`src/rtl/tern_pkg.sv`:
```
// Shared trit codes, FSM state type and trit width for the ternary adder.
// Trit code 11 is treated as zero wherever it is consumed.
package tern_pkg;

  localparam int TW = 2;

  localparam logic [TW-1:0] T0   = 2'b00;
  localparam logic [TW-1:0] T1   = 2'b01;
  localparam logic [TW-1:0] T2   = 2'b10;
  localparam logic [TW-1:0] TINV = 2'b11;

  typedef enum logic [1:0] {
    S_IDLE,
    S_CALC,
    S_DONE
  } state_t;

  function automatic logic [TW-1:0] trit_val(
    input logic [TW-1:0] t
  );
    return (t == TINV) ? T0 : t;
  endfunction

endpackage

```
`src/rtl/tern_digit_add.sv`:
```
// Combinational one-trit adder with generate/propagate outputs.
// gen: a+b alone carries; prop: a+b carries only with a carry-in.
module tern_digit_add
  import tern_pkg::*;
(
  input  logic [TW-1:0] i_a,
  input  logic [TW-1:0] i_b,
  input  logic          i_cin,
  output logic [TW-1:0] o_sum,
  output logic          o_carry,
  output logic          o_gen,
  output logic          o_prop
);

  logic [2:0] w_ab;
  logic [2:0] w_s;
  logic [2:0] w_sm3;

  assign w_ab    = {1'b0, trit_val(i_a)}
                 + {1'b0, trit_val(i_b)};
  assign w_s     = w_ab + {2'b00, i_cin};
  assign w_sm3   = w_s - 3'd3;
  assign o_carry = (w_s >= 3'd3);
  assign o_sum   = o_carry ? w_sm3[1:0] : w_s[1:0];
  assign o_gen   = (w_ab >= 3'd3);
  assign o_prop  = (w_ab == 3'd2);

endmodule

```
`src/rtl/tern_seq_adder.sv`:
```
// Sequential ternary adder, GROUP trits per cycle over NTRITS/GROUP cycles.
// Optional invalid-code flag output enabled by TERN_ADD_ERRCHK_EN.
module tern_seq_adder
  import tern_pkg::*;
#(
  parameter int NTRITS = 8,
  parameter int GROUP  = 2
) (
  input  logic                 clk,
  input  logic                 rst,
  input  logic                 in_valid,
  output logic                 in_ready,
  input  logic [TW*NTRITS-1:0] a,
  input  logic [TW*NTRITS-1:0] b,
  input  logic                 cin,
  output logic                 out_valid,
  input  logic                 out_ready,
  output logic [TW*NTRITS-1:0] sum,
  output logic                 cout
`ifdef TERN_ADD_ERRCHK_EN
  ,
  output logic                 err
`endif
);

  localparam int NG = NTRITS / GROUP;
  localparam int GW = (NG > 1) ? $clog2(NG) : 1;
  localparam int GB = TW * GROUP;
  localparam logic [GW-1:0] G_LAST = GW'(NG - 1);

  state_t               r_state;
  logic [TW*NTRITS-1:0] r_a;
  logic [TW*NTRITS-1:0] r_b;
  logic                 r_c;
  logic [GW-1:0]        r_g;

  logic [GROUP:0]   w_c;
  logic [GB-1:0]    w_gsum;
  logic [GROUP-1:0] w_gen;
  logic [GROUP-1:0] w_prop;
  logic             w_la;

  assign in_ready  = (r_state == S_IDLE) & ~rst;
  assign out_valid = (r_state == S_DONE);
  assign w_c[0]    = r_c;

  // Operands shift down each cycle so the active group is always bits [GB-1:0].
  for (genvar j = 0; j < GROUP; j++) begin : g_dig
    tern_digit_add u_dig (
      .i_a    (r_a[j*TW +: TW]),
      .i_b    (r_b[j*TW +: TW]),
      .i_cin  (w_c[j]),
      .o_sum  (w_gsum[j*TW +: TW]),
      .o_carry(w_c[j+1]),
      .o_gen  (w_gen[j]),
      .o_prop (w_prop[j])
    );
  end

  // Lookahead copy of the group carry feeds the carry flop directly.
  always_comb begin
    w_la = r_c;
    for (int j = 0; j < GROUP; j++) begin
      w_la = w_gen[j] | (w_prop[j] & w_la);
    end
  end

`ifdef TERN_ADD_ERRCHK_EN
  logic w_inv;

  always_comb begin
    w_inv = 1'b0;
    for (int i = 0; i < NTRITS; i++) begin
      if (a[i*TW +: TW] == TINV) w_inv = 1'b1;
      if (b[i*TW +: TW] == TINV) w_inv = 1'b1;
    end
  end
`endif

  always_ff @(posedge clk) begin
    if (rst) begin
      r_state <= S_IDLE;
      r_a     <= '0;
      r_b     <= '0;
      r_c     <= 1'b0;
      r_g     <= '0;
      sum     <= '0;
      cout    <= 1'b0;
`ifdef TERN_ADD_ERRCHK_EN
      err     <= 1'b0;
`endif
    end else begin
      unique case (r_state)
        S_IDLE: begin
          if (in_valid) begin
            r_a     <= a;
            r_b     <= b;
            r_c     <= cin;
            r_g     <= '0;
            r_state <= S_CALC;
`ifdef TERN_ADD_ERRCHK_EN
            err     <= w_inv;
`endif
          end
        end
        S_CALC: begin
          for (int k = 0; k < NG; k++) begin
            if (r_g == GW'(k)) sum[k*GB +: GB] <= w_gsum;
          end
          r_a <= r_a >> GB;
          r_b <= r_b >> GB;
          r_c <= w_la;
          r_g <= r_g + 1'b1;
          if (r_g == G_LAST) begin
            cout    <= w_c[GROUP];
            r_state <= S_DONE;
          end
        end
        S_DONE: begin
          if (out_ready) r_state <= S_IDLE;
        end
        default: r_state <= S_IDLE;
      endcase
    end
  end

endmodule

```
`config.mk`:
```
export PLATFORM = sky130hd
export DESIGN_NAME = tern_seq_adder
export DESIGN_NICKNAME = d
export VERILOG_FILES = /design/src/rtl/tern_pkg.sv /design/src/rtl/tern_digit_add.sv /design/src/rtl/tern_seq_adder.sv
export SDC_FILE = /design/constraint.sdc
export NUM_CORES = 1
export LEC_CHECK = 0
export ABC_AREA = 1
export BUFFER_PORTS_ARGS = -buffer_cell sky130_fd_sc_hd__buf_2
export CAP_MARGIN = 20
export CORE_MARGIN = 5
export CORE_UTILIZATION = 30
export CTS_CLUSTER_SIZE = 30
export DETAILED_ROUTE_END_ITERATION = 12
export SYNTH_ARGS = -nofsm -noshare
export SYNTH_HDL_FRONTEND = slang
export SYNTH_SLANG_ARGS = --single-unit
export TNS_END_PERCENT = 30
```
`constraint.sdc`:
```
create_clock -name clk -period 3.67 [get_ports clk]
set_input_delay 0.1835 -clock clk [delete_from_list [all_inputs] [get_ports clk]]
set_output_delay 0.1835 -clock clk [all_outputs]
set_load 0.1 [all_outputs]
```
# Word level (Yosys, flattened, before mapping)
# Cells that the tools add are included.
dict set report op_classes {
  eq_ne 14
  bitwise_logic 6
  n_addsub 7
  muxes 18
  reduce_logical 9
  magnitude_cmp 4
}
# operator count
set op_table {}
lappend op_table {{case mux 16 bit (2 select lines)} 2}
lappend op_table {{2-to-1 mux 16 bit} 2}
lappend op_table {{2-to-1 mux 2 bit} 10}
lappend op_table {{equality test 2 bit, second input constant} 7}
lappend op_table {{>= comparator 3 x 2 -> 1 bit, second input constant} 4}
lappend op_table {{AND reduction 2 bit} 5}
lappend op_table {{adder 2 x 2 -> 3 bit} 2}
lappend op_table {{adder 3 x 1 -> 3 bit} 2}
lappend op_table {{equality test 3 x 2 -> 1 bit, second input constant} 2}
lappend op_table {{case mux 2 bit (3 select lines)} 1}
lappend op_table {{equality test 2 x 1 -> 1 bit, second input constant} 2}
lappend op_table {{zero test 2 bit} 2}
lappend op_table {{inequality test 2 bit, second input constant} 2}
lappend op_table {{case mux 2 bit (2 select lines)} 1}
lappend op_table {{subtractor 2 bit, second input constant} 2}
lappend op_table {{AND 1 bit} 3}
lappend op_table {{AND reduction 3 bit} 1}
lappend op_table {{adder 2 x 1 -> 2 bit, second input constant} 1}
lappend op_table {{inequality test 2 x 1 -> 1 bit, second input constant} 1}
lappend op_table {{bitwise OR 1 bit} 2}
lappend op_table {{case mux 1 bit (2 select lines)} 1}
lappend op_table {{nonzero test 2 bit} 1}
lappend op_table {{2-to-1 mux 1 bit} 1}
lappend op_table {{NOT 1 bit} 1}
dict set report totals {
  out_inout_bits 19
  elab_cells 68
  register_bits 54
}

# Logic depth before layout (Yosys ltp)
# Gate-level depths: netlist of the first run.
dict set report logic_depth {
  depth_word 9
  mapped_depth 18
}

# Hierarchy
# From an unflattened synthesis of the first run, not the netlist that was laid out.
dict set report unflattened {
  cells_unflattened 359
  hier_area_um2 2591.2
}
# mod area_each_um2 cells_each seq_area_each_um2 instances
set by_module_without_submodules {}
lappend by_module_without_submodules {tern_seq_adder 2215.9 293 1081.0 1}
lappend by_module_without_submodules {tern_digit_add 187.7 33 0.0 2}

# Worst setup path before layout of the first run
# OpenSTA, ideal clock, no wires.
dict set report synth_path {
  path_kind {reg2reg}
  start {reg r_a[0]}
  end {reg sum[6]}
  setup_slack_ns 0.717
  stages_incl_launch_ff 16
  required_time_ns 3.561
  arrival_time_ns 2.845
  path_buffers 0
  setup_ns 0.109
  path_cell_list {dfxtp_1 inv_1 nor2_1 ha_1 fa_1 ha_1 ha_1 nand3b_1 ha_1 ha_1 ha_1 nand3b_1 nand2_1 nand3_1 nand2_1 inv_1}
}
dict set report synth_between {
  elab_chain_cells 8
  elab_cells_between_ends 9
}
# element line
set synth_lines {}
lappend synth_lines {{start, declared} tern_seq_adder.sv:32} ;# logic [TW*NTRITS-1:0] r_a;
lappend synth_lines {{start signal, assigned} tern_seq_adder.sv:110} ;# r_a <= r_a >> GB;
lappend synth_lines {{equality test 2 bit} tern_pkg.sv:21} ;# return (t == TINV) ? T0 : t;
lappend synth_lines {{2-to-1 mux 2 bit *} tern_pkg.sv:21}
lappend synth_lines {{adder 2 x 2 -> 3 bit *} tern_digit_add.sv:20} ;# + {1'b0, trit_val(i_b)};
lappend synth_lines {{adder 3 x 1 -> 3 bit *} tern_digit_add.sv:21} ;# assign w_s = w_ab + {2'b00, i_cin};
lappend synth_lines {{>= comparator 3 x 2 -> 1 bit *} tern_digit_add.sv:23} ;# assign o_carry = (w_s >= 3'd3);
lappend synth_lines {{adder 3 x 1 -> 3 bit *} tern_digit_add.sv:21}
lappend synth_lines {{>= comparator 3 x 2 -> 1 bit or subtractor 2 bit (tied branches)} {tern_digit_add.sv:23, tern_digit_add.sv:22}}
lappend synth_lines {{2-to-1 mux 2 bit *} tern_digit_add.sv:24} ;# assign o_sum = o_carry ? w_sm3[1:0] : w_s[1:0];
lappend synth_lines {{end signal, assigned by index} tern_seq_adder.sv:108} ;# if (r_g == GW'(k)) sum[k*GB +: GB] <= w_gsum;
lappend synth_lines {{end, declared} tern_seq_adder.sv:18} ;# output logic [TW*NTRITS-1:0] sum,
# Every way passes the cells marked *; elsewhere a longest branch is shown, timed or not.
# A chain may end at the register's enable or synchronous reset.

# Worst setup path in the final report of the first run
dict set report layout_path {
  start {reg r_a[1]}
  end {reg sum[6]}
}
# The elaborated chain is that of the path after synthesis.

==> flow_metrics.py, run 1 <==
metrics = {
    "timing": {
        "worst_slack_ns": 0.441,
        "rsz0062_at_grt": "no",
        "maxClockFrequency_ghz": 0.310,
        "finalCriticalPeriod_ns": 3.23,
        "finalSetupViolCount": 0,
        "fin_crit_sh_pct": 88.0,
        "fin_worst_skew_ns": 0.00663,
        "relSlewSlack_pct": 40.2,
        "fin_setup_tns_ns": 0,
        "finalMaxSlewViolations": 0,
        "tightest_slew_ns": 0.894,
        "final_hold_viol_count": 0,
    },
    "clocking": {
        "clkSinkCount": 54,
        "numCtsBuffers": 5,
        "cts_tree": "built",
        "clk_pin_slew_ns": 0.10,
        "cts_resized": 0,
        "clock_latency_ns": 0.31,
        "clockBufferDepth": 2,
        "htreeDepth": 2,
        "cts_root_buf": "clkbuf_8",
        "cts_setup_buffers": 0,
        "hold_buffers": 0,
    },
    "critical_path": {
        "crit_fanout": 4,
        "rrSetupSlack_ns": 0.44,
        "r2r_cells": 15,
        "worstPathCellList": "nor2_1 -> ha_1 -> fa_1 -> ha_1 -> ha_1 -> nand3b_1 -> ha_1 -> ha_1 -> ha_1 -> nand3b_1 -> inv_1 -> nand2_1 -> nand3_1 -> nand2_1 -> inv_1",
        "required_ns": 3.93,
        "crit_top_cell": "ha_1",
        "end_kind": "register",
        "r2r_end": "sum[6]$_SDFFE_PP0P_",
        "endpoint": "sum[6]$_SDFFE_PP0P_",
        "start_kind": "register",
        "slowest_stage": "fa_1",
        "critPathKind": "reg -> reg",
        "critical_path.max_stage_delay_ns": 0.46,
        "startpoint": "r_a[1]$_SDFFE_PP0P_",
        "worstPathArrival_ns": 3.49,
        "timing.rr.start": "r_a[1]$_SDFFE_PP0P_",
    },
    "pwr": {
        "p_leak_nw": 1.48,
        "ir_drop_uv": 178,
        "power_density_nw_per_um2": 475,
    },
    "routing": {
        "wl_met3_um": 212,
        "dr_total_vias": 2333,
        "met2_length_mm": 2.93,
        "drtIter0Drc": 108,
        "ant_nets": 0,
        "wl_per_cell_um": 12.2,
        "drt_pass1_iterations": 4,
        "route.detailed.drc": 0,
        "drt-total-wl_mm": 6.18,
        "vias_per_cell": 4.60,
        "topRoutingLayerUsed": "met4",
        "wl_met1_mm": 2.93,
    },
    "logic_synthesis": {
        "yosysTopAreaCell": "dfxtp_1",
        "synthTopCellsByArea": "dfxtp_1 42%, nand2_1 14%, a31oi_1 5.8%, ha_1 5.8%, o21ai_0 5.2%",
        "synth_area_per_cell_um2": 7.33,
        "ys_warn_count": 0,
        "synth_fp_nets": 406,
        "ys_types": 19,
        "netlist_instances": 355,
        "ys_seq_area_share_pct": 41.5,
        "syn_area_um2": 2600,
        "synth-seq-cells": 54,
        "synthDominantCellAreaShare_pct": 41.5,
    },
    "global_routing": {
        "overflow": 0,
        "grt_use_total_pct": 11.9,
        "antenna_found_initial": 0,
        "grt_pass1_wl_mm": 10.0,
        "grt_max_degree": 59,
        "grt_pass1_vias": 2194,
    },
    "floorplan": {
        "fp.dieH_um": 103,
        "fp.dieArea_um2": 10600,
        "initial_core_util_pct": 30.3,
        "ios": 56,
        "core_area_um2": 8590,
        "rows": 34,
        "die_w_um": 103,
    },
    "run_status": {
        "outcome": "completed",
    },
    "job": {
        "cap_violations": 0,
    },
    "min_path": {
        "hp-class": "in -> reg",
    },
    "place": {
        "gp_congestion": 0.804,
        "io_buffers": 55,
        "hpwl_mm": 4.22,
        "dpl_worst_slack_ns": 0.458,
    },
    "layout": {
        "nNetsFinal": 449,
        "synthToLayoutAreaGrowth_pct": 17.7,
        "layout-drive-gt1-share_pct": 18.3,
        "diodes": 0,
        "fillCellCount": 951,
    },
}
how the worst min path moves through the flow:
stage	from	end	slack, ns	depth (start not counted)
global route	a[15]	r_a[15]$_SDFFE_PP0P_	0.13	3
CTS	a[13]	r_a[13]$_SDFFE_PP0P_	0.12	3
global placement	r_a[14]$_SDFFE_PP0P_	r_a[14]$_SDFFE_PP0P_	0.45	2
detailed placement	r_a[13]$_SDFFE_PP0P_	r_a[13]$_SDFFE_PP0P_	0.46	2
finish	b[9]	r_b[9]$_SDFFE_PP0P_	0.13	3
floorplan	b[0]	r_b[0]$_SDFFE_PP0P_	0.34	2
power breakdown:
part	total, mW	switching, mW	internal, mW
sequential	0.650	0.0236	0.627
clock	0.491	0.200	0.291
combinational	0.316	0.220	0.0954
total	1.46	0.443	1.01
synth_stat cells (all sizes together):
cell type	instances
a21oi	12
inv	41
o21a	13
ha	12
clkbuf	9
fa	2
dfxtp	54
nand3	24
o21ai	27
nand2	99
nor2	23
a31oi	24
buf	11
nand3b	2
nor3	2
stage by stage:
stage	instance area [µm²]	power, mW	hold slack (ns)	util (%)	instances
floorplan	2600	0.912	0.343	-	355
global placement	2890	0.971	0.452	33.7	498
detailed placement	2890	0.978	0.456	33.7	498
CTS	3040	1.47	0.123	35.3	506
global route	3060	1.54	0.127	35.7	507
finish	3060	1.46	0.130	35.7	507
per-layer routing:
layer	global-route usage, %	vias up
met5	0	-
met4	4.58	0
met3	2.64	9
met2	20.3	38
met1	14.6	1054
li1	-	1232
cell type report:
class                      instances  area (µm²)  share of cell area [%]
multi-input combinational        240        1250                    40.8
sequential                        54        1080                    35.3
clock inverter                     2        60.1                    1.96
tap                              108         135                    4.41
timing repair buffer              56         303                    9.88
clock buffer                       6        82.6                    2.69
inverter                          41         154                    5.02
worst max-delay path: cells and delay by family (launching register included):
kind | cells | cell delay, ns
buffers and inverters | 2 | 0.17
adders and majority gates | 7 | 1.92
and+or+nand+nor | 6 | 0.73
DFF | 1 | 0.38
state kept, by name, summed over array words and instances (netlist names):
| name | flops |
|---|---|
| r_g | 2 |
| cout | 1 |
| r_state | 2 |
| sum | 16 |
| r_c | 1 |
| r_a | 16 |
| r_b | 16 |
cell usage in the layout (no fill, tap or decap), types with 6 or more instances in the layout:
cell and instances:
a21oi_1 12, a31oi_1 24, buf_2 55, clkbuf_8 6
dfxtp_1 54, ha_1 12, inv_1 35, inv_2 6
nand2_1 96, nand3_1 24, nor2_1 23, o21a_1 13
o21ai_0 27
kinds of logic (layout without fill, tap and decap cells):
logic type / Yosys count / in the layout / share of synthesized area [%]
AOI/OAI and AO/OA: 76 / 76 / 17.0
adders and majority gates: 14 / 14 / 7.30
buffers and inverters: 61 / 105 / 10.5
DFF: 54 / 54 / 41.5
and+or+nand+nor: 150 / 150 / 23.6
(Power assumes the default switching activity.)
==> inputs of run 2 (changes only) <==
--- a/config.mk
+++ b/config.mk
@@ -7,5 +7,5 @@
 export LEC_CHECK = 0
 export ABC_AREA = 1
-export BUFFER_PORTS_ARGS = -buffer_cell sky130_fd_sc_hd__buf_2
+export BUFFER_PORTS_ARGS = -buffer_cell sky130_fd_sc_hd__buf_4
 export CAP_MARGIN = 20
 export CORE_MARGIN = 5
==> constraint.sdc (replaced) <==
create_clock -name clk -period 3.67 [get_ports clk]
set_input_delay 0.5505 -clock clk [delete_from_list [all_inputs] [get_ports clk]]
set_output_delay 0.5505 -clock clk [all_outputs]
set_load 0.1 [all_outputs]
==> run 2 against run 1 <==
Clock skew increased by 0.0023 ns. Sequential cell count unchanged. Sequential power is essentially flat. Critical endpoint is now sum[7]$_SDFFE_PP0P_. Largest power group unchanged.
==> flow_metrics.py, run 2 (synthesis results as in run 1) <==
metrics = {
    "routing": {
        "drt-total-wl_mm": 6.31,
        "vias_per_cell": 4.66,
        "wl_per_cell_um": 12.4,
        "drt_pass1_iterations": 4,
        "route.detailed.drc": 0,
        "drtIter0Drc": 142,
        "ant_nets": 0,
        "dr_total_vias": 2365,
    },
    "global_routing": {
        "grt_pass1_wl_mm": 10.4,
        "antenna_found_initial": 0,
        "grt_use_total_pct": 12.3,
        "overflow": 0,
        "grt_max_degree": 59,
        "grt_pass1_vias": 2287,
    },
    "clocking": {
        "cts_tree": "built",
        "cts_root_buf": "clkbuf_8",
        "hold_buffers": 0,
        "clk_pin_slew_ns": 0.10,
        "clockBufferDepth": 2,
        "clock_latency_ns": 0.31,
        "htreeDepth": 2,
        "clkSinkCount": 54,
        "cts_setup_buffers": 0,
        "numCtsBuffers": 5,
        "cts_resized": 0,
    },
    "layout": {
        "nNetsFinal": 449,
        "diodes": 0,
        "synthToLayoutAreaGrowth_pct": 21.9,
        "top_regs": "r_a: 16 flops, r_b: 16 flops, sum: 16 flops",
        "final_cell_mix": "96 x nand2_1, 55 x buf_4, 54 x dfxtp_1",
        "layout-drive-gt1-share_pct": 18.3,
        "layout_commonest_cell": "nand2_1",
    },
    "timing": {
        "finalMaxSlewViolations": 0,
        "maxClockFrequency_ghz": 0.311,
        "relSlewSlack_pct": 39.7,
        "fin_worst_skew_ns": 0.00893,
        "tightest_slew_ns": 0.902,
        "fin_crit_sh_pct": 87.6,
        "finalSetupViolCount": 0,
        "rsz0062_at_grt": "no",
        "final_hold_viol_count": 0,
        "fin_setup_tns_ns": 0,
        "finalCriticalPeriod_ns": 3.21,
    },
    "floorplan": {
        "fp.dieArea_um2": 10600,
        "core_area_um2": 8590,
        "rows": 34,
        "die_w_um": 103,
        "fp.dieH_um": 103,
        "ios": 56,
        "initial_core_util_pct": 30.3,
    },
    "place": {
        "io_buffers": 55,
        "gp_congestion": 0.824,
        "hpwl_mm": 4.36,
    },
    "critical_path": {
        "start_kind": "register",
        "end_kind": "register",
        "worstPathArrival_ns": 3.47,
        "critPathKind": "reg -> reg",
        "timing.rr.start": "r_a[0]$_SDFFE_PP0P_",
        "required_ns": 3.93,
        "startpoint": "r_a[0]$_SDFFE_PP0P_",
        "crit_fanout": 4,
    },
    "pwr": {
        "power_density_nw_per_um2": 437,
        "p_total_mw": 1.39,
        "ir_drop_uv": 146,
        "p_leak_nw": 1.49,
    },
    "min_path": {
        "hold_start": "r_b[15]$_SDFFE_PP0P_",
        "hp-class": "reg -> reg",
    },
    "job": {
        "cap_violations": 0,
    },
    "run_status": {
        "outcome": "completed",
    },
}
-- run 2: changes by cell type in the layout (fill, tap and decap cells not counted), sizes merged --
cell      previous run  this run
clkinvlp             0         2
bufinv               2         1
clkbuf               6         5
-- run 2: path summary, 6_finish.rpt --
| kind | end | cells past startpoint | slack, ns |
|---|---|---|---|
| worst min-delay path | r_b[15]$_SDFFE_PP0P_ | 2 | 0.47 |
| worst min register to register | r_b[15]$_SDFFE_PP0P_ | 2 | 0.47 |
| worst max-delay path | sum[7]$_SDFFE_PP0P_ | 16 | 0.46 |
| worst max register to register | sum[7]$_SDFFE_PP0P_ | 16 | 0.46 |
-- run 2: power breakdown --
part | internal, mW | switching (mW)
clock network | 0.203 | 0.201
registers | 0.627 | 0.0246
logic | 0.112 | 0.220
total | 0.941 | 0.446
-- run 2: per-layer routing --
| metal | part of all wire (%) | track usage (%) |
|---|---|---|
| met1 | 46 | 15.8 |
| met2 | 50 | 20.8 |
| met3 | 3.1 | 2.30 |
| met4 | 1.2 | 3.78 |
| met5 | 0 | 0 |
-- run 2: area by class of cell --
type	instances	area, µm²
Clock inverter	3	45.0
Timing Repair Buffer	56	440
Inverter	41	154
Clock buffer	5	68.8
Tap cell	108	135
Fill cell	945	5420
Sequential cell	54	1080
Multi-Input combinational cell	240	1250
-- run 2: stage by stage --
stage	instances	setup WS (ns)	util (%)	instance area (µm²)	hold WS, ns
after floorplan	355	0.386	-	2600	0.443
after global placement	498	0.542	35.3	3030	0.452
after detailed placement	498	0.490	35.3	3030	0.455
after CTS	506	0.459	36.6	3150	0.471
after global routing	507	0.209	36.9	3170	0.484
final	507	0.455	36.9	3170	0.470
-- run 2: worst max-delay path: stages, from the launching register on --
cell and delay [ns]:
dfxtp_1 0.37, inv_1 0.05, nor2_1 0.09, ha_1 0.16
fa_1 0.43, ha_1 0.33, ha_1 0.20, nand3b_1 0.22
ha_1 0.24, ha_1 0.29, ha_1 0.20, nand3b_1 0.19
inv_1 0.11, nand2_1 0.11, nand3_1 0.09, nand2_1 0.05
inv_1 0.05
==> inputs of run 3 (changes only) <==
- CELL_PAD_IN_SITES_DETAIL_PLACEMENT: default -> 0
- CELL_PAD_IN_SITES_GLOBAL_PLACEMENT: default -> 1
- PLACE_DENSITY_LB_ADDON: default -> 0.1
- REMOVE_ABC_BUFFERS: default -> 1
==> run 3 against run 2 <==
Clock skew is 0.0034 ns higher. Count of clock-buffer cells in the layout is 1 higher. Sequential power is essentially flat. Worst setup slack worse by 0.030 ns. Routed wire length is 1.6% lower. Critical path type unchanged. Largest power group unchanged.
==> flow_metrics.py, run 3 (synthesis results as in run 1) <==
metrics = {
    "floorplan": {
        "fp.dieArea_um2": 10600,
        "initial_core_util_pct": 30.3,
        "die_w_um": 103,
        "rows": 34,
        "fp.dieH_um": 103,
        "core_area_um2": 8590,
        "ios": 56,
    },
    "layout": {
        "fillCellCount": 958,
        "nNetsFinal": 449,
        "synthToLayoutAreaGrowth_pct": 20.5,
        "multi_input_area_um2": 1250,
        "layout-drive-gt1-share_pct": 18.3,
        "layout_commonest_cell": "nand2_1",
        "top_regs": "r_a: 16 flops, r_b: 16 flops, sum: 16 flops",
        "seqCellArea_um2": 1080,
        "final_cell_mix": "96 x nand2_1, 56 x buf_4, 54 x dfxtp_1",
        "diodes": 0,
    },
    "global_routing": {
        "grt_pass1_wl_mm": 10.5,
        "overflow": 0,
        "antenna_found_initial": 0,
        "grt_use_total_pct": 12.4,
        "grt_max_degree": 59,
        "grt_pass1_vias": 2318,
    },
    "clocking": {
        "cts_tree": "built",
        "cts_setup_buffers": 0,
        "cts_resized": 0,
        "clkSinkCount": 54,
        "clock_latency_ns": 0.31,
        "hold_buffers": 0,
        "numCtsBuffers": 5,
        "clk_pin_slew_ns": 0.10,
        "htreeDepth": 2,
        "clockBufferDepth": 2,
        "cts_root_buf": "clkbuf_8",
    },
    "pwr": {
        "intPower_mw": 0.891,
        "switching_share_pct": 33.5,
        "combinationalPowerShare_pct": 24.4,
        "ir_drop_uv": 175,
        "p_switching_mw": 0.448,
        "p_leak_nw": 1.48,
        "power_density_nw_per_um2": 427,
        "p_seq_share_pct": 48.5,
        "power_frac_clock_pct": 27.1,
    },
    "routing": {
        "drt_pass1_iterations": 4,
        "drt-total-wl_mm": 6.21,
        "drtIter0Drc": 95,
        "wl_per_cell_um": 12.3,
        "ant_nets": 0,
        "route.detailed.drc": 0,
        "dr_total_vias": 2342,
        "vias_per_cell": 4.62,
    },
    "timing": {
        "rsz0062_at_grt": "no",
        "fin_setup_tns_ns": 0,
        "fin_crit_sh_pct": 88.4,
        "worst_slack_ns": 0.425,
        "relSlewSlack_pct": 37.2,
        "finalMaxSlewViolations": 0,
        "tightest_slew_ns": 0.939,
        "finalCriticalPeriod_ns": 3.25,
        "final_hold_viol_count": 0,
        "finalSetupViolCount": 0,
        "fin_worst_skew_ns": 0.0123,
        "maxClockFrequency_ghz": 0.308,
    },
    "critical_path": {
        "required_ns": 3.88,
        "crit_top_cell": "ha_1",
        "critical_path.max_stage_delay_ns": 0.43,
        "worst-path-buf-inv": 2,
        "critPathKind": "reg -> reg",
        "slowest_stage": "fa_1",
        "crit_family": "adder cells",
        "start_kind": "register",
        "end_kind": "register",
        "crit_fanout": 4,
        "worstPathArrival_ns": 3.46,
        "worstPathCellList": "inv_1 -> nor2_1 -> ha_1 -> fa_1 -> ha_1 -> ha_1 -> nand3b_1 -> ha_1 -> ha_1 -> ha_1 -> nand3b_1 -> nand2_1 -> nand3_1 -> nand2_1 -> inv_1",
    },
    "place": {
        "hpwl_mm": 4.20,
        "dpl_worst_slack_ns": 0.408,
        "gp_congestion": 0.732,
        "io_buffers": 55,
    },
    "min_path": {
        "hp-class": "reg -> reg",
    },
    "run_status": {
        "outcome": "completed",
    },
    "job": {
        "cap_violations": 0,
    },
}
run 3: layout make-up:
cell class	count	share of cell area, %
clock buffers	6	2.63
clock inverters	2	0.518
inverters	41	4.90
multi-input cells	240	39.8
flip-flops and latches	54	34.4
well taps	108	4.31
repair buffers	56	13.4
run 3: worst min-delay path: cells and delay by family (launching register included):
kind	cells	cell delay (ns)
AOI/OAI and AO/OA	1	0.05
DFF	1	0.32
and+or+nand+nor	1	0.06
run 3: worst paths after layout:
path                         from                    to  slack (ns)  depth (start not counted)
max           r_a[0]$_SDFFE_PP0P_  sum[14]$_SDFFE_PP0P_        0.42                         15
min          r_b[13]$_SDFFE_PP0P_  r_b[13]$_SDFFE_PP0P_        0.47                          2
max reg2reg   r_a[0]$_SDFFE_PP0P_  sum[14]$_SDFFE_PP0P_        0.42                         15
min reg2reg  r_b[13]$_SDFFE_PP0P_  r_b[13]$_SDFFE_PP0P_        0.47                          2
run 3: power groups by stage:
stage                     Clock, mW  Combinational [mW]  Sequential [mW]
after floorplan                   0               0.175            0.720
after global placement            0               0.331            0.663
after detailed placement          0               0.332            0.663
after CTS                     0.384               0.334            0.650
after global routing          0.400               0.375            0.656
final                         0.362               0.327            0.649
run 3: stage by stage:
step                      util (%)  hold WS (ns)  power, mW  std cells  instance area [µm²]
final                         36.5         0.471       1.34        507                 3140
after global routing          36.5         0.485       1.43        507                 3140
after CTS                     36.5         0.473       1.37        507                 3140
after detailed placement      35.4         0.456      0.996        499                 3040
after global placement        35.4         0.454      0.994        499                 3040
after floorplan                  -         0.439      0.895        335                 2480
run 3: per-layer routing:
metal / wire [µm] / vias up / global-route usage (%)
li1: - / 1239 / -
met1: 2970 / 1062 / 16.0
met2: 2930 / 36 / 21.0
met3: 254 / 5 / 2.91
met4: 59 / 0 / 3.19
met5: 0 / - / 0
